File: src/rtl/axis_video_pkg.sv
// Shared video-stream definitions: conversion modes, BT.601 luma
// coefficients and a default-width {r,g,b} pixel layout.
// Modules with a non-default channel width declare the same pixel
// layout locally, sized by their own CH_W parameter.
package axis_video_pkg;

  typedef enum logic [1:0] {
    MODE_AVG   = 2'd0,
    MODE_LUMA  = 2'd1,
    MODE_PASS  = 2'd2,
    MODE_GREEN = 2'd3
  } mode_e;

  // BT.601 luma weights in 1/256 units
  localparam int unsigned LUMA_CR    = 77;
  localparam int unsigned LUMA_CG    = 150;
  localparam int unsigned LUMA_CB    = 29;
  localparam int unsigned LUMA_SHIFT = 8;
  localparam int unsigned LUMA_RND   = 1 << (LUMA_SHIFT - 1);

  localparam int unsigned PIX_CH_W = 8;

  // R in the MSB field, B in the LSB field
  typedef struct packed {
    logic [PIX_CH_W-1:0] r;
    logic [PIX_CH_W-1:0] g;
    logic [PIX_CH_W-1:0] b;
  } pixel_t;

endpackage

File: src/rtl/axis_skid_buf.sv
// Two-entry skid buffer for a valid/ready stream of generic width.
// s_ready_o comes straight from a flop, so there is no combinational
// path from m_ready_i back to s_ready_o.
// Ports: clk, rst_n (async, active-low); s_valid_i/s_data_i/s_ready_o
// upstream; m_valid_o/m_data_o/m_ready_i downstream.
module axis_skid_buf #(
  parameter int unsigned W = 8
) (
  input  logic         clk,
  input  logic         rst_n,
  input  logic         s_valid_i,
  input  logic [W-1:0] s_data_i,
  output logic         s_ready_o,
  output logic         m_valid_o,
  output logic [W-1:0] m_data_o,
  input  logic         m_ready_i
);

  logic [W-1:0] main_q, main_d;
  logic [W-1:0] skid_q, skid_d;
  logic         main_v_q, main_v_d;
  logic         skid_v_q, skid_v_d;
  logic         ready_q, ready_d;
  logic         in_fire_c;

  assign in_fire_c = s_valid_i & ready_q;

  // Main entry refills from the skid entry first so ordering is kept
  always_comb begin
    main_d   = main_q;
    main_v_d = main_v_q;
    skid_d   = skid_q;
    skid_v_d = skid_v_q;
    if (!main_v_q || m_ready_i) begin
      if (skid_v_q) begin
        main_d   = skid_q;
        main_v_d = 1'b1;
        skid_v_d = 1'b0;
      end else begin
        main_v_d = in_fire_c;
        if (in_fire_c) main_d = s_data_i;
      end
    end else if (in_fire_c) begin
      skid_d   = s_data_i;
      skid_v_d = 1'b1;
    end
    ready_d = !skid_v_d;
  end

  always_ff @(posedge clk or negedge rst_n) begin
    if (!rst_n) begin
      main_q   <= '0;
      main_v_q <= 1'b0;
      skid_q   <= '0;
      skid_v_q <= 1'b0;
      ready_q  <= 1'b1;
    end else begin
      main_q   <= main_d;
      main_v_q <= main_v_d;
      skid_q   <= skid_d;
      skid_v_q <= skid_v_d;
      ready_q  <= ready_d;
    end
  end

  assign s_ready_o = ready_q;
  assign m_valid_o = main_v_q;
  assign m_data_o  = main_q;

endmodule

File: src/rtl/axis_rgb2gray_pipe.sv
// AXI4-Stream RGB to greyscale converter, two register stages with full
// backpressure. Stage 1 holds per-channel products, stage 2 holds the
// rounded/saturated result and drives the master port.
// Build option AXIS_R2G_SKID_EN: inserts axis_skid_buf on the input so
// s_axis_tready is flop-driven (latency 3 instead of 2).
// Ports: aclk, aresetn (async, active-low); cfg_mode (mode, latched on
// accepted SOF); s_axis_* slave stream; m_axis_* master stream.
module axis_rgb2gray_pipe
  import axis_video_pkg::*;
#(
  parameter int unsigned CH_W     = 8,
  parameter int unsigned MODE_RST = 0
) (
  input  logic              aclk,
  input  logic              aresetn,
  input  logic [1:0]        cfg_mode,
  input  logic              s_axis_tvalid,
  input  logic [3*CH_W-1:0] s_axis_tdata,
  output logic              s_axis_tready,
  input  logic              s_axis_tuser,
  input  logic              s_axis_tlast,
  output logic              m_axis_tvalid,
  output logic [3*CH_W-1:0] m_axis_tdata,
  input  logic              m_axis_tready,
  output logic              m_axis_tuser,
  output logic              m_axis_tlast
);

  localparam int unsigned PIX_W  = 3 * CH_W;
  localparam int unsigned PROD_W = CH_W + LUMA_SHIFT;
  localparam int unsigned SUM_W  = PROD_W + 2;
  localparam int unsigned BEAT_W = PIX_W + 4;

  typedef struct packed {
    logic [CH_W-1:0] r;
    logic [CH_W-1:0] g;
    logic [CH_W-1:0] b;
  } pix_t;

  // A beat carries its own mode so later mode changes never touch it
  typedef struct packed {
    mode_e mode;
    logic  user;
    logic  last;
    pix_t  pix;
  } beat_t;

  function automatic logic [CH_W-1:0] sat(input logic [SUM_W-1:0] v);
    return (|v[SUM_W-1:CH_W]) ? '1 : v[CH_W-1:0];
  endfunction

  mode_e              active_mode_q, active_mode_d;
  beat_t              in_beat_c;
  logic               in_fire_c;
  logic               p_valid_c;
  beat_t              p_beat_c;
  logic               load1_c, load2_c;

  logic               v1_q, v1_d;
  mode_e              s1_mode_q, s1_mode_d;
  logic               s1_user_q, s1_user_d;
  logic               s1_last_q, s1_last_d;
  pix_t               s1_pix_q, s1_pix_d;
  logic [PROD_W-1:0]  s1_pr_q, s1_pr_d;
  logic [PROD_W-1:0]  s1_pg_q, s1_pg_d;
  logic [PROD_W-1:0]  s1_pb_q, s1_pb_d;

  logic               v2_q, v2_d;
  logic [PIX_W-1:0]   tdata_q, tdata_d;
  logic               tuser_q, tuser_d;
  logic               tlast_q, tlast_d;

  logic [SUM_W-1:0]   sum_c, avg_c, luma_c;
  logic [CH_W-1:0]    y_c;

  // SOF beat takes the new mode immediately
  always_comb begin
    in_beat_c.mode = s_axis_tuser ? mode_e'(cfg_mode) : active_mode_q;
    in_beat_c.user = s_axis_tuser;
    in_beat_c.last = s_axis_tlast;
    in_beat_c.pix  = pix_t'(s_axis_tdata);
  end

  assign in_fire_c = s_axis_tvalid & s_axis_tready;

  always_comb begin
    active_mode_d = active_mode_q;
    if (in_fire_c && s_axis_tuser) active_mode_d = mode_e'(cfg_mode);
  end

  assign load2_c = !v2_q | m_axis_tready;
  assign load1_c = !v1_q | load2_c;

`ifdef AXIS_R2G_SKID_EN
  logic [BEAT_W-1:0] skid_in_c;
  logic [BEAT_W-1:0] skid_out_c;

  assign skid_in_c = in_beat_c;
  assign p_beat_c  = beat_t'(skid_out_c);

  axis_skid_buf #(.W(BEAT_W)) u_skid (
    .clk       (aclk),
    .rst_n     (aresetn),
    .s_valid_i (s_axis_tvalid),
    .s_data_i  (skid_in_c),
    .s_ready_o (s_axis_tready),
    .m_valid_o (p_valid_c),
    .m_data_o  (skid_out_c),
    .m_ready_i (load1_c)
  );
`else
  assign p_valid_c     = s_axis_tvalid;
  assign p_beat_c      = in_beat_c;
  assign s_axis_tready = load1_c;
`endif

  // Stage 1: products; average mode uses unit weights so stage 2 shares the adder
  always_comb begin
    v1_d      = v1_q;
    s1_mode_d = s1_mode_q;
    s1_user_d = s1_user_q;
    s1_last_d = s1_last_q;
    s1_pix_d  = s1_pix_q;
    s1_pr_d   = s1_pr_q;
    s1_pg_d   = s1_pg_q;
    s1_pb_d   = s1_pb_q;
    if (load1_c) begin
      v1_d = p_valid_c;
      if (p_valid_c) begin
        s1_mode_d = p_beat_c.mode;
        s1_user_d = p_beat_c.user;
        s1_last_d = p_beat_c.last;
        s1_pix_d  = p_beat_c.pix;
        if (p_beat_c.mode == MODE_AVG) begin
          s1_pr_d = PROD_W'(p_beat_c.pix.r);
          s1_pg_d = PROD_W'(p_beat_c.pix.g);
          s1_pb_d = PROD_W'(p_beat_c.pix.b);
        end else begin
          s1_pr_d = PROD_W'(LUMA_CR) * PROD_W'(p_beat_c.pix.r);
          s1_pg_d = PROD_W'(LUMA_CG) * PROD_W'(p_beat_c.pix.g);
          s1_pb_d = PROD_W'(LUMA_CB) * PROD_W'(p_beat_c.pix.b);
        end
      end
    end
  end

  // Stage 2 arithmetic: exact divide-by-3 for average, rounded shift for luma
  always_comb begin
    sum_c  = SUM_W'(s1_pr_q) + SUM_W'(s1_pg_q) + SUM_W'(s1_pb_q);
    avg_c  = sum_c / SUM_W'(3);
    luma_c = (sum_c + SUM_W'(LUMA_RND)) >> LUMA_SHIFT;
    case (s1_mode_q)
      MODE_AVG:   y_c = sat(avg_c);
      MODE_LUMA:  y_c = sat(luma_c);
      MODE_GREEN: y_c = s1_pix_q.g;
      default:    y_c = s1_pix_q.g;
    endcase
  end

  // Stage 2 register load; outputs hold while stalled
  always_comb begin
    v2_d    = v2_q;
    tdata_d = tdata_q;
    tuser_d = tuser_q;
    tlast_d = tlast_q;
    if (load2_c) begin
      v2_d = v1_q;
      if (v1_q) begin
        tdata_d = (s1_mode_q == MODE_PASS) ? PIX_W'(s1_pix_q) : {y_c, y_c, y_c};
        tuser_d = s1_user_q;
        tlast_d = s1_last_q;
      end
    end
  end

  always_ff @(posedge aclk or negedge aresetn) begin
    if (!aresetn) begin
      active_mode_q <= mode_e'(2'(MODE_RST));
      v1_q          <= 1'b0;
      s1_mode_q     <= MODE_AVG;
      s1_user_q     <= 1'b0;
      s1_last_q     <= 1'b0;
      s1_pix_q      <= '0;
      s1_pr_q       <= '0;
      s1_pg_q       <= '0;
      s1_pb_q       <= '0;
      v2_q          <= 1'b0;
      tdata_q       <= '0;
      tuser_q       <= 1'b0;
      tlast_q       <= 1'b0;
    end else begin
      active_mode_q <= active_mode_d;
      v1_q          <= v1_d;
      s1_mode_q     <= s1_mode_d;
      s1_user_q     <= s1_user_d;
      s1_last_q     <= s1_last_d;
      s1_pix_q      <= s1_pix_d;
      s1_pr_q       <= s1_pr_d;
      s1_pg_q       <= s1_pg_d;
      s1_pb_q       <= s1_pb_d;
      v2_q          <= v2_d;
      tdata_q       <= tdata_d;
      tuser_q       <= tuser_d;
      tlast_q       <= tlast_d;
    end
  end

  assign m_axis_tvalid = v2_q;
  assign m_axis_tdata  = tdata_q;
  assign m_axis_tuser  = tuser_q;
  assign m_axis_tlast  = tlast_q;

endmodule

File: config.mk
export PLATFORM = sky130hd
export DESIGN_NAME = axis_rgb2gray_pipe
export DESIGN_NICKNAME = d
export VERILOG_FILES = /design/src/rtl/axis_video_pkg.sv /design/src/rtl/axis_skid_buf.sv /design/src/rtl/axis_rgb2gray_pipe.sv
export SDC_FILE = /design/constraint.sdc
export NUM_CORES = 1
export LEC_CHECK = 0
export ABC_AREA = 1
export CORE_ASPECT_RATIO = 1.25
export CORE_MARGIN = 2
export CORE_UTILIZATION = 38
export CTS_BUF_LIST = sky130_fd_sc_hd__clkbuf_8 sky130_fd_sc_hd__clkbuf_16
export DETAILED_ROUTE_END_ITERATION = 10
export PLACE_DENSITY = 0.61
export REMOVE_ABC_BUFFERS = 1
export SLEW_MARGIN = 20
export SYNTH_ARGS = -nofsm -noshare
export SYNTH_HDL_FRONTEND = slang
export SYNTH_SLANG_ARGS = --single-unit
File: constraint.sdc
create_clock -name aclk -period 15.1 [get_ports aclk]
set_input_delay 1.51 -clock aclk [delete_from_list [all_inputs] [get_ports aclk]]
set_output_delay 1.51 -clock aclk [all_outputs]
set_load 0.005 [all_outputs]
==> results.py, run 1 <==
metrics = {
    "grt": {
        "grt_pass1_wl_um": 36800,
        "grt-ovfl-total": 0,
        "grtUsageTotal_pct": 18.6,
        "grt_max_degree": 65,
        "grt_pass1_vias": 7501,
        "grt_antenna_before_repair": 0,
    },
    "synth": {
        "syn-cell-area_um2": 8940,
        "seq_area_frac_synth_pct": 27.4,
        "synthFlopType": "dfrtp_1",
        "synth_area_leader_cell": "dfrtp_1",
        "ys_types": 46,
        "async_flop_share_pct": 100,
        "synth_edf_count": 0,
        "synth.top_cell.area_share_pct": 27.4,
        "ys_top_cells_by_area": "dfrtp_1, ha_1, nand2_1",
        "synth_seq_cells": 98,
        "syn-instance-count": 1156,
        "syn_area_per_cell_um2": 7.73,
        "ys_warn_count": 0,
    },
    "routing": {
        "drt-total-wl_um": 21700,
        "wire_per_inst_um": 14.4,
        "drc": 0,
        "dr.first_iter.drc_count": 252,
        "via_count": 7399,
        "ant_nets": 0,
        "firstDrtPassIters": 4,
        "vias_per_cell": 4.92,
    },
    "cts": {
        "cts_resized": 0,
        "htreeDepth": 3,
        "clkLatencyLatePin_ps": 360,
        "clkSinkCount": 98,
        "clk_transition_reported_paths_ps": 80,
        "cts_hold_buf": 0,
        "root_buffer": "clkbuf_16",
        "cts_tree": "done",
        "cts_setup_buffers": 0,
        "cts_buffer_depth": 2,
        "numCtsBuffers": 9,
    },
    "timing": {
        "tightest_slew_ps": 831,
        "hold_viol": 0,
        "clock_skew_ps": 10.1,
        "holdWs_ps": 484,
        "fin_crit_ps": 6530,
        "clock.fmax_ghz": 0.153,
        "slew_violations": 0,
        "rsz0062_at_grt": "false",
        "relSlewSlack_pct": 43.9,
        "totalNegativeSetupSlack_ps": 0,
        "period_share_pct": 43.3,
        "finalWorstSetupSlack_ps": 8570,
        "finalSetupViolations": 0,
    },
    "placed_design": {
        "dpl_worst_slack_ps": 8600,
        "place_congestion": 0.853,
        "io_buffers": 59,
        "dp.final_hpwl_um": 17400,
    },
    "floorplan": {
        "dieHeight_um": 175,
        "die_area_um2": 24800,
        "die_w_um": 141,
        "io_pins": 60,
        "rows": 62,
        "coreArea_um2": 23000,
        "start_util_pct": 38.8,
    },
    "worst_setup_path": {
        "cp_max_fo": 4,
        "end_kind": "flop",
        "crit_slowest_cell": "fa_1",
        "arrival_ps": 6770,
        "worstPathRequired_ps": 15340,
        "cp_slowest_stage_delay_ps": 460,
        "cp-start-kind": "flop",
        "crit_type": "reg2reg",
        "critPathMostFrequentCell": "nand2_1",
    },
    "outcome": {
        "status": "finished, final reports clean",
    },
    "cells_and_area": {
        "drive_gt1_share_pct": 7.57,
        "nNetsFinal": 1400,
        "synthToLayoutAreaGrowth_pct": 13.0,
        "n_antenna_cell": 0,
    },
    "worst_hold_path": {
        "hp-class": "reg2reg",
    },
    "flow_run": {
        "cap_viol_max_count": 0,
    },
}
-- stage by stage --
| step | instances | util (%) | area [um^2] |
|---|---|---|---|
| final | 1504 | 43.9 | 10100 |
| after global routing | 1504 | 43.9 | 10100 |
| after CTS | 1504 | 43.9 | 10100 |
| after detailed placement | 1488 | 42.6 | 9820 |
| after global placement | 1488 | 42.6 | 9820 |
| after floorplan | 1135 | - | 8820 |
-- cells in the final DEF, fill, tap and decap left out, types with 2 or more instances in the layout --
master           Yosys  final
nand3_2              8      8
a31oi_1              3      3
o21ai_1              7      7
o21bai_2             6      6
dfrtp_1             98     98
inv_8                0      2
nor2_1              81     81
clkinv_4             0      2
nand4_1              3      3
a21oi_2              6      6
a31o_2               3      3
a21oi_1             63     63
o22ai_1             10     10
nor2_2               5      5
o211ai_1             4      4
xor2_1              23     23
o21ai_2              7      7
nor3_1               8      8
o21bai_1             6      6
fa_1                40     40
nand2_4              3      3
xnor2_1              6      6
inv_2                9      9
ha_1               117    117
o21ai_0             76     76
inv_1              205    205
nand3b_1             4      4
clkbuf_16            0      9
buf_4                0      7
nand2_2             19     20
nand3_1             33     33
nand2_1            266    265
o32ai_1              3      3
clkdlybuf4s50_1      0     58
o31ai_1              2      2
-- cells in the mapped netlist (2+ instances only) --
cell        n
inv_1     205
ha_1      117
clkbuf_8    3
nand3b_1    4
a21oi_1    63
o21ai_2     7
o32ai_1     3
fa_1       40
nand2_1   266
nand4_1     3
xnor2_1     6
nand3_2     8
o31ai_1     2
o211ai_1    4
xor2_1     23
dfrtp_1    98
o21ai_0    76
nand3_1    33
nand2_4     3
o22ai_1    10
nand2_2    19
o21ai_1     7
o21bai_1    6
a31o_2      3
a31oi_1     3
clkbuf_1   12
nor3_1      8
o21bai_2    6
nor2_1     81
nor2_2      5
buf_1       4
inv_2       9
a21oi_2     6
-- registers in the layout, indices dropped and copies added, names as in the netlist, 2 cells and up --
| register | flops |
|---|---|
| m_axis_tdata | 24 |
| s1_pix_q | 24 |
| s1_pg_q | 16 |
| s1_pr_q | 13 |
| s1_pb_q | 11 |
| active_mode_q | 2 |
| s1_mode_q | 2 |
-- path summary, 6_finish.rpt --
kind,start,endpoint,slack [ps],cells past startpoint
worst min-delay path,m_axis_tdata[10]$_DFFE_PN0P_,m_axis_tdata[10]$_DFFE_PN0P_,480,2
worst min register to register,m_axis_tdata[10]$_DFFE_PN0P_,m_axis_tdata[10]$_DFFE_PN0P_,480,2
min in group asynchronous,aresetn,s1_pg_q[10]$_DFFE_PN0P_,1110,1
worst max register to register,s1_pix_q[17]$_DFFE_PN0P_,m_axis_tdata[17]$_DFFE_PN0P_,8570,48
worst max-delay path,s1_pix_q[17]$_DFFE_PN0P_,m_axis_tdata[17]$_DFFE_PN0P_,8570,48
max in group asynchronous,aresetn,s1_pix_q[10]$_DFFE_PN0P_,12760,2
-- layout make-up --
| class | count | area (um^2) |
|---|---|---|
| Timing Repair Buffer | 65 | 633 |
| Clock inverter | 7 | 61.3 |
| Sequential cell | 98 | 2450 |
| Multi-Input combinational cell | 822 | 5570 |
| Clock buffer | 9 | 225 |
| Inverter | 215 | 807 |
| Fill cell | 2356 | 12900 |
| Tap cell | 288 | 360 |
-- per-layer routing --
metal | track usage, % | wire length (um) | share of wire [%]
met1 | 22.9 | 9570 | 44
met2 | 33.1 | 11000 | 50
met3 | 2.04 | 413 | 1.9
met4 | 7.50 | 765 | 3.5
met5 | 0 | 0 | 0
-- worst max-delay path: cells and delay by family (launching register included) --
kind | cells | cell delay, ps
and+or+nand+nor | 21 | 2260
AOI/OAI and AO/OA | 13 | 1680
adders and majority gates | 4 | 1270
buffers and inverters | 9 | 590
DFF | 1 | 350
xor gates and xnor gates | 1 | 230
-- kinds of logic (layout without fill, tap and decap cells) --
kind of cell | Yosys count | in the layout | synth area share (%)
compound gates | 201 | 201 | 13.2
xor+xnor | 29 | 29 | 2.84
fa+ha+maj | 157 | 157 | 25.3
buf+inv | 236 | 296 | 10.3
flops | 98 | 98 | 27.4
simple gates | 435 | 435 | 20.9
Power of run 1 is left out: the tool's default activity adds up to more than one toggle a clock period on the data nets, which glitch-free logic cannot reach.
==> run 2, diff against run 1 <==
- clock period: 15.1 -> 6.1 ns (I/O delays scaled with it)
==> results.py, run 2 (same netlist as run 1, synthesis figures left out) <==
metrics = {
    "outcome": {
        "status": "finished, violations left",
        "failed_checks": "setup timing",
    },
    "floorplan": {
        "io_pins": 60,
        "die_area_um2": 24800,
        "coreArea_um2": 23000,
        "rows": 62,
        "dieHeight_um": 175,
        "start_util_pct": 38.8,
        "die_w_um": 141,
    },
    "routing": {
        "via_count": 7764,
        "vias_per_cell": 4.98,
        "dr.first_iter.drc_count": 287,
        "ant_nets": 0,
        "firstDrtPassIters": 4,
        "drt-total-wl_um": 23100,
        "wire_per_inst_um": 14.8,
        "drc": 0,
    },
    "grt": {
        "grt_pass1_vias": 7623,
        "grt_pass1_wl_um": 37300,
        "grtUsageTotal_pct": 18.7,
        "grt_antenna_before_repair": 0,
        "grt-ovfl-total": 0,
        "grt_max_degree": 78,
    },
    "cells_and_area": {
        "n_antenna_cell": 0,
        "mostFrequentLayoutCell": "nand2_1",
        "postLayoutCoreUtil_pct": 48.8,
        "layout_common_cells": "nand2_1, inv_1, ha_1",
        "fillers": 2211,
        "multiInputGateArea_um2": 6230,
        "stdcell_area_um2": 11200,
        "synthToLayoutAreaGrowth_pct": 25.7,
        "drive_gt1_share_pct": 19.7,
        "nNetsFinal": 1456,
        "regArea_um2": 2450,
    },
    "placed_design": {
        "io_buffers": 59,
        "dp.final_hpwl_um": 17100,
        "postPlaceCellArea_um2": 9970,
        "place_congestion": 0.839,
    },
    "timing": {
        "slew_violations": 0,
        "rsz0062_at_grt": "true",
        "holdWs_ps": 135,
        "clock.fmax_ghz": 0.155,
        "finalSetupViolations": 6,
        "hold_viol": 0,
        "fin_crit_ps": 6460,
        "tightest_slew_ps": 962,
        "totalNegativeSetupSlack_ps": -2090,
        "finalWorstSetupSlack_ps": -363,
        "relSlewSlack_pct": 35.7,
        "period_share_pct": 106,
        "clock_skew_ps": 14.3,
    },
    "worst_setup_path": {
        "cp_slowest_stage_delay_ps": 550,
        "rr_startpoint": "s1_pr_q[10]$_DFFE_PN0P_",
        "startpoint": "s1_pr_q[10]$_DFFE_PN0P_",
        "cp_max_fo": 4,
        "crit_type": "reg2reg",
        "arrival_ps": 6700,
        "cp-start-kind": "flop",
        "critPathMostFrequentCell": "nand2_2",
        "worstPathRequired_ps": 6330,
        "crit_slowest_cell": "fa_1",
        "reg2reg_depth": 51,
        "end_kind": "flop",
    },
    "worst_hold_path": {
        "hp-class": "in2async",
    },
    "flow_run": {
        "cap_viol_max_count": 0,
    },
    "cts": {
        "clk_transition_reported_paths_ps": 70,
        "root_buffer": "clkbuf_16",
        "cts_tree": "done",
        "clkSinkCount": 98,
        "cts_buffer_depth": 2,
        "numCtsBuffers": 9,
        "htreeDepth": 3,
        "clkLatencyLatePin_ps": 360,
        "cts_hold_buf": 0,
    },
}
[run 2: repair_timing]
action	CTS	global route
buffers inserted	24	11
pin swaps	29	52
endpoints found under the hold margin	0	0
gates resized for setup	59	94
setup endpoints to repair	6	11
[run 2: final timing paths]
kind                                          endpoint  slack, ps
min in group aclk          m_axis_tdata[9]$_DFFE_PN0P_        480
max reg2reg                m_axis_tdata[8]$_DFFE_PN0P_       -360
max in group asynchronous  m_axis_tdata[5]$_DFFE_PN0P_       5000
min                            s1_pg_q[11]$_DFFE_PN0P_        130
max                        m_axis_tdata[8]$_DFFE_PN0P_       -360
min reg2reg                m_axis_tdata[9]$_DFFE_PN0P_        480
[run 2: layout make-up]
cell class	instances	share of cell area, %
well taps	288	3.21
flip-flops and latches	98	21.8
multi-input cells	822	55.4
clock inverters	7	0.624
inverters	215	7.19
repair buffers	121	9.72
clock buffers	9	2.00
[run 2: stage by stage]
stage	worst slack, ps	instances
after global routing	-755	1560
after global placement	-56.1	1508
after floorplan	272	1135
final	-363	1560
after CTS	-78.2	1548
after detailed placement	-273	1508
[run 2: worst max-delay path: cells and delay by family (launching register included)]
family | cells | cell delay [ps]
DFF | 1 | 400
AOI/OAI and AO/OA | 14 | 1950
and+or+nand+nor | 28 | 2550
adders and majority gates | 3 | 1030
buffers and inverters | 6 | 410
[run 2: per-layer routing]
| metal | up-vias | share of wire, % | GRT usage [%] |
|---|---|---|---|
| met4 | 0 | 3.7 | 7.42 |
| met3 | 52 | 2.0 | 1.88 |
| met1 | 3702 | 43 | 23.5 |
| met2 | 100 | 51 | 32.9 |
| met5 | - | 0 | 0 |
| li1 | 3910 | - | - |
Power of run 2 is left out for the same reason.
==> run 3, diff against run 2 <==
- CORE_UTILIZATION: 38 -> 40
- PLACE_DENSITY: 0.61 -> 0.64
==> results.py, run 3 (same netlist as run 1, synthesis figures left out) <==
metrics = {
    "worst_setup_path": {
        "arrival_ps": 6580,
        "worstPathRequired_ps": 6390,
        "reg2reg_slack_ps": -190,
        "end_kind": "flop",
        "crit_type": "reg2reg",
        "critPathMostFrequentCell": "nand2_2",
        "cp-start-kind": "flop",
        "cp_slowest_stage_delay_ps": 530,
        "crit_slowest_cell": "fa_1",
        "cp_max_fo": 4,
    },
    "routing": {
        "drc": 0,
        "firstDrtPassIters": 4,
        "drt-total-wl_um": 23000,
        "wire_per_inst_um": 14.8,
        "via_count": 7755,
        "dr.max_layer_used": "met4",
        "wl_met3_um": 359,
        "ant_nets": 0,
        "dr.first_iter.drc_count": 292,
        "vias_per_cell": 4.99,
        "wl_met1_um": 9750,
        "wl_met2_um": 12300,
    },
    "placed_design": {
        "dp.final_hpwl_um": 17100,
        "io_buffers": 59,
        "place_congestion": 0.870,
        "postPlaceCellArea_um2": 9960,
    },
    "timing": {
        "clock.fmax_ghz": 0.159,
        "totalNegativeSetupSlack_ps": -1070,
        "clock_skew_ps": 12.0,
        "tightest_slew_ps": 940,
        "finalWorstSetupSlack_ps": -188,
        "finalSetupViolations": 6,
        "period_share_pct": 103,
        "holdWs_ps": 185,
        "hold_viol": 0,
        "relSlewSlack_pct": 36.5,
        "rsz0062_at_grt": "true",
        "slew_violations": 0,
        "fin_crit_ps": 6290,
    },
    "grt": {
        "grt_pass1_wl_um": 37700,
        "grt-ovfl-total": 0,
        "grt_max_degree": 69,
        "grt_antenna_before_repair": 0,
        "grtUsageTotal_pct": 20.2,
        "grt_pass1_vias": 7898,
    },
    "cts": {
        "htreeDepth": 3,
        "clkLatencyLatePin_ps": 360,
        "cts_hold_buf": 0,
        "cts_tree": "done",
        "clk_transition_reported_paths_ps": 80,
        "clkSinkCount": 98,
        "numCtsBuffers": 9,
        "cts_buffer_depth": 2,
        "root_buffer": "clkbuf_16",
    },
    "cells_and_area": {
        "fillers": 2124,
        "regArea_um2": 2450,
        "mostFrequentLayoutCell": "nand2_1",
        "stdcell_area_um2": 11100,
        "n_antenna_cell": 0,
        "multiInputGateArea_um2": 6170,
        "drive_gt1_share_pct": 19.9,
        "layout_common_cells": "nand2_1, inv_1, ha_1",
        "synthToLayoutAreaGrowth_pct": 24.7,
        "nNetsFinal": 1454,
        "postLayoutCoreUtil_pct": 50.4,
    },
    "outcome": {
        "failed_checks": "setup timing",
        "status": "finished, violations left",
    },
    "floorplan": {
        "die_w_um": 138,
        "rows": 61,
        "die_area_um2": 23600,
        "dieHeight_um": 171,
        "io_pins": 60,
        "coreArea_um2": 22100,
        "start_util_pct": 40.4,
    },
    "worst_hold_path": {
        "hp-class": "in2async",
    },
    "flow_run": {
        "cap_viol_max_count": 0,
    },
}
## run 3: area by class of cell
| cell class | instances | share of cell area [%] |
|---|---|---|
| Clock buffer | 9 | 2.02 |
| Clock inverter | 7 | 0.842 |
| Inverter | 215 | 7.26 |
| Multi-Input combinational cell | 822 | 55.3 |
| Sequential cell | 98 | 22.0 |
| Tap cell | 283 | 3.18 |
| Timing Repair Buffer | 119 | 9.35 |
## run 3: path summary, 6_finish.rpt
| kind | end | startpoint | cells past startpoint |
|---|---|---|---|
| setup / recovery | m_axis_tdata[16]$_DFFE_PN0P_ | s1_pg_q[6]$_DFFE_PN0P_ | 48 |
| hold / removal | s1_pb_q[8]$_DFFE_PN0P_ | aresetn | 1 |
| setup reg to reg | m_axis_tdata[16]$_DFFE_PN0P_ | s1_pg_q[6]$_DFFE_PN0P_ | 48 |
| hold reg to reg | m_axis_tdata[14]$_DFFE_PN0P_ | m_axis_tdata[14]$_DFFE_PN0P_ | 2 |
| max in group asynchronous | m_axis_tdata[15]$_DFFE_PN0P_ | aresetn | 2 |
| min in group aclk | m_axis_tdata[14]$_DFFE_PN0P_ | m_axis_tdata[14]$_DFFE_PN0P_ | 2 |
## run 3: timing repair
action,CTS,global route
setup endpoints to repair,6,12
pin swaps,34,43
resized for setup,74,66
buffers inserted,22,12
## run 3: stage by stage
stage | instances | worst slack (ps)
finish | 1553 | -188
global route | 1553 | -578
CTS | 1541 | -22.7
detailed placement | 1503 | -317
global placement | 1503 | -79.5
floorplan | 1135 | 272
## run 3: routing by layer
metal	vias to the layer above	global-route usage, %
met5	-	0
met2	77	37.4
li1	3905	-
met4	0	6.74
met1	3740	24.4
met3	33	1.90
## run 3: worst max-delay path, delay by kind of cell, from the launching register on
family	cells	cell delay, ps
buffers and inverters	3	160
AND/OR/NAND/NOR	29	2570
adder cells (fa/ha/maj)	3	1000
AO/OA/AOI/OAI	13	2030
flip-flops	1	430
Power of run 3 is left out for the same reason.
==> RTL change 1, RTL diff (config.mk and constraints of run 2) <==
Change the parameter `CH_W` from 8 to 6.
--- a/src/rtl/axis_rgb2gray_pipe.sv
+++ b/src/rtl/axis_rgb2gray_pipe.sv
@@ -9,5 +9,5 @@
   import axis_video_pkg::*;
 #(
-  parameter int unsigned CH_W     = 8,
+  parameter int unsigned CH_W     = 6,
   parameter int unsigned MODE_RST = 0
 ) (
Ports: changed (resized m_axis_tdata and s_axis_tdata); port bits go from 60 to 48. No check against the original RTL was run, so the function may have changed too.
==> RTL change 1 against run 2 <==
Critical path type unchanged; final cell count decreased by 23%; largest cell class unchanged; critical endpoint is now m_axis_tdata[12]; via count is 24% lower; wire length fell by 25%; sequential cell count decreased by 18; synthesized area decreased by 22%; setup slack gained 0.58 ns; design area fell by 25%.
Power is left out: the tool's default activity adds up to more than one toggle a clock period on the data nets, which glitch-free logic cannot reach.
==> RTL change 1: results (changes against run 2) <==
| Metric | Value |
|---|---|
| Post-cts resize count | `0 (-100%)` |
| Synth Area in Adders | `0.238 (-0.0150)` |
| Final Skew | `0.0137 ns (-0.000621 ns)` |
| Final net count | `1,116 (-23%)` |
| Vias in the first global route | `5,678 (-26%)` |
| Crit. Startpoint | `s1_pix_q[1]` |
| Worst Path Max Fanout | `5 (+1)` |
| Detail Placement HPWL | `13.2 mm (-23%)` |
| Flop2flop setup slack | `0.21 ns (+0.58 ns)` |
| Grt met1 use | `0.223 (-0.0125)` |
| First-pass GRT wire length | `28.0 mm (-25%)` |
| Most instantiated cells after synthesis | `nand2_1 (199), inv_1 (161), ha_1 (86), dfrtp_1 (80), o21ai_0 (73)` |
| End of the critical path | `m_axis_tdata[12]` |
| Layout clock area frac | `0.0396 (+0.0133)` |
| Largest net degree at the start of global routing | `74 (-5.1%)` |
| Post-synthesis xor/xnor area fraction | `0.0250 (-0.00339)` |
| Signal inverters | `173 (-20%)` |
| Synth Area in Compound Gates | `0.129 (-0.00245)` |
| Status | `complete, no violations` |
| Detailed Route WL | `17.3 mm (-25%)` |
| R2R depth | `50 (-2.0%)` |
| Synth cell types | `37 (-20%)` |
| Multi-input gate area | `4560 µm² (-27%)` |
| Critical path's largest stage delay | `0.48 ns (-0.07 ns)` |
| Post-CTS Repair Setup Buffers | `0 (-100%)` |
| Arrival @ worst endpoint | `6.11 ns (-0.59 ns)` |
| Synth top area cells | `dfrtp_1 (29%), ha_1 (15%), nand2_1 (11%)` |
| DIE AREA | `19,400 µm² (-22%)` |
| Sequential share of the synthesized area | `0.288 (+0.0137)` |
| Skew-Pair Late Insertion Delay | `0.34 ns (-0.02 ns)` |
| Initial DRC count | `291 (+1.4%)` |
| Non-clock buffer count | `66 (-45%)` |
| Final GP Congestion | `0.870 (+3.6%)` |
| N_diodes | `0 (unchanged)` |
## RTL change 1: cell count changes in the layout (fill, tap and decap cells not counted), sizes merged, moves of 11 or more
cell,run 2,this run
a21oi,69,46
buf,63,20
clkdlybuf4s50,58,46
dfrtp,98,80
fa,40,29
ha,117,86
inv,217,174
nand2,288,212
nor2,86,72
## RTL change 1: stage by stage
step           cells  setup WS [ns]  hold WS, ns  utilization  TNS, ns
6_report        1208          0.213       0.0784        0.468        0
5_1_grt         1208         -0.130       0.0750        0.468   -0.700
4_1_cts         1194          0.203       0.0754        0.445        0
3_5_place_dp    1178          0.219        0.441        0.426        0
3_3_place_gp    1178          0.385        0.439        0.426        0
2_1_floorplan    898          0.759        0.314            -        0
## RTL change 1: per-layer routing
layer,wire [µm],part of all wire,up-vias
li1,-,-,3042
met1,7660,0.44,2809
met2,9120,0.53,66
met3,312,0.018,16
met4,218,0.013,0
met5,0,0,-
==> RTL change 2, RTL diff (config.mk and constraints of run 2) <==
Without the edit above. `tdata_q` no longer has a reset.
--- a/src/rtl/axis_rgb2gray_pipe.sv
+++ b/src/rtl/axis_rgb2gray_pipe.sv
@@ -186,5 +186,4 @@
       s1_pb_q       <= '0;
       v2_q          <= 1'b0;
-      tdata_q       <= '0;
       tuser_q       <= 1'b0;
       tlast_q       <= 1'b0;
@@ -200,8 +199,11 @@
       s1_pb_q       <= s1_pb_d;
       v2_q          <= v2_d;
-      tdata_q       <= tdata_d;
       tuser_q       <= tuser_d;
       tlast_q       <= tlast_d;
     end
+  end
+
+  always_ff @(posedge aclk) begin
+    tdata_q <= tdata_d;
   end
 
Check against the original RTL: differs if aresetn is asserted again (counterexample within 4 cycles, from zero or initial values and one cycle with aresetn low); with aresetn held inactive, the same outputs for 4 cycles.
==> RTL change 2 against run 2 <==
Count of clock-buffer cells in the layout is the same; wire length shrank 0.74%; non-clock buffer count grew 64; sequential cell count is the same; critical endpoint is now m_axis_tdata[8]; highest routed layer unchanged; setup slack lost 0.25 ns; design area grew 4.7%; the flow still finishes with violations (setup timing); critical path depth grew 1; synthesized area shrank 2.1%; largest cell class unchanged.
Power is left out: the tool's default activity adds up to more than one toggle a clock period on the data nets, which glitch-free logic cannot reach.
==> RTL change 2: results (changes against run 2) <==
| Metric | Value |
|---|---|
| Largest net degree at the start of global routing | `70 (-10%)` |
| Final setup fails | `19 (+13)` |
| Initial DRC count | `326 (+14%)` |
| Detail Placement HPWL | `17.0 mm (-0.28%)` |
| Grt met1 use | `0.224 (-0.0112)` |
| Ys async rst share | `0.755 (-0.245)` |
| Status | `complete, but fails checks` |
| Synth top area cells | `dfrtp_1 (21%), ha_1 (17%), nand2_1 (11%)` |
| Wire per inst | `14.5 µm (-2.0%)` |
| Post-Syn Area per Cell | `7.91 µm² (+2.3%)` |
| Max-slew headroom | `0.395 (+0.0377)` |
| Layout clock area frac | `0.0261 (-0.000220)` |
| Non-clock buffer share of cell area | `0.132 (+0.0351)` |
| Vias | `7,796 (+0.41%)` |
| Post-synth EDFFs | `24 (+24)` |
| Arrival @ worst endpoint | `6.81 ns (+0.11 ns)` |
| Final setup margin | `-0.617 ns (-0.254 ns)` |
| Critical path's largest stage delay | `0.60 ns (+0.05 ns)` |
| Most instantiated cells after synthesis | `nand2_1 (256), inv_1 (218), ha_1 (117), o21ai_0 (87), dfrtp_1 (74)` |
| Met3 Usage GRT | `0.0276 (+0.00881)` |
| Multi-input combinational area share | `0.520 (-0.0339)` |
| Synth cell types | `42 (-8.7%)` |
| Chip width | `140 µm (-1.0%)` |
| Post-route insts no fill | `1,580 (+1.3%)` |
| Final Skew | `0.0113 ns (-0.00303 ns)` |
| Sequential share of the synthesized area | `0.294 (+0.0195)` |
| WL met3 | `699 µm (+52%)` |
| Violated checks | `setup timing` |
| Vias in the first global route | `7,588 (-0.46%)` |
| Syn-to-layout area delta | `34.3%` |
| Multi-In Gates | `769 (-6.4%)` |
| DRT met1 WL | `9.55 mm (-4.0%)` |
| Placed cells | `1,510 (+0.13%)` |
| Signal inverters | `224 (+4.2%)` |
| Worst Path Max Fanout | `5 (+1)` |
| Post-cts resize count | `100 (+69%)` |
| GRT Total Usage | `0.186 (-0.00124)` |
| Non-clock buffer count | `185 (+53%)` |
==> RTL change 2: cell types whose count changed in the layout (fill, tap and decap cells not counted), sizes merged, moves of 17 or more <==
| cell | change |
|---|---|
| a21oi | -37 |
| buf | +64 |
| dfrtp | -24 |
| edfxtp | +24 |
| nand2 | -20 |
| nor2 | -17 |
==> RTL change 2: worst paths after layout <==
check / startpoint / end / slack, ns / depth (start not counted)
worst max-delay path: s1_pb_q[10] / m_axis_tdata[8] / -0.62 / 52
worst min-delay path: aresetn / s1_pg_q[15] / 0.04 / 1
worst max register to register: s1_pb_q[10] / m_axis_tdata[8] / -0.62 / 52
worst min register to register: s1_pix_q[5] / s1_pix_q[5] / 0.49 / 2
max in group asynchronous: aresetn / s1_pb_q[10] / 4.96 / 2
min in group aclk: s1_pix_q[5] / s1_pix_q[5] / 0.49 / 2
==> RTL change 2: cells by family after synthesis <==
kind of cell,Yosys count,share of synthesized area
DFF,98,0.294
xor gates and xnor gates,31,0.0310
adders and majority gates,157,0.259
buffers and inverters,240,0.104
AOI/OAI and AO/OA,182,0.120
and+or+nand+nor,399,0.192
==> RTL change 2: worst reg2reg max path: cells and delay by family, from the launching register on <==
kind,cells,cell delay [ns]
and+or+nand+nor,32,2.69
buffers and inverters,6,0.57
adders and majority gates,3,1.02
AOI/OAI and AO/OA,11,1.71
DFF,1,0.46
==> RTL change 2: per-stage QoR <==
| stage | TNS (ns) | setup WS, ns |
|---|---|---|
| 2_1_floorplan | 0 | 0.0997 |
| 3_3_place_gp | -0.977 | -0.196 |
| 3_5_place_dp | -2.34 | -0.431 |
| 4_1_cts | -0.892 | -0.197 |
| 5_1_grt | -12.17 | -1.06 |
| 6_report | -4.53 | -0.617 |
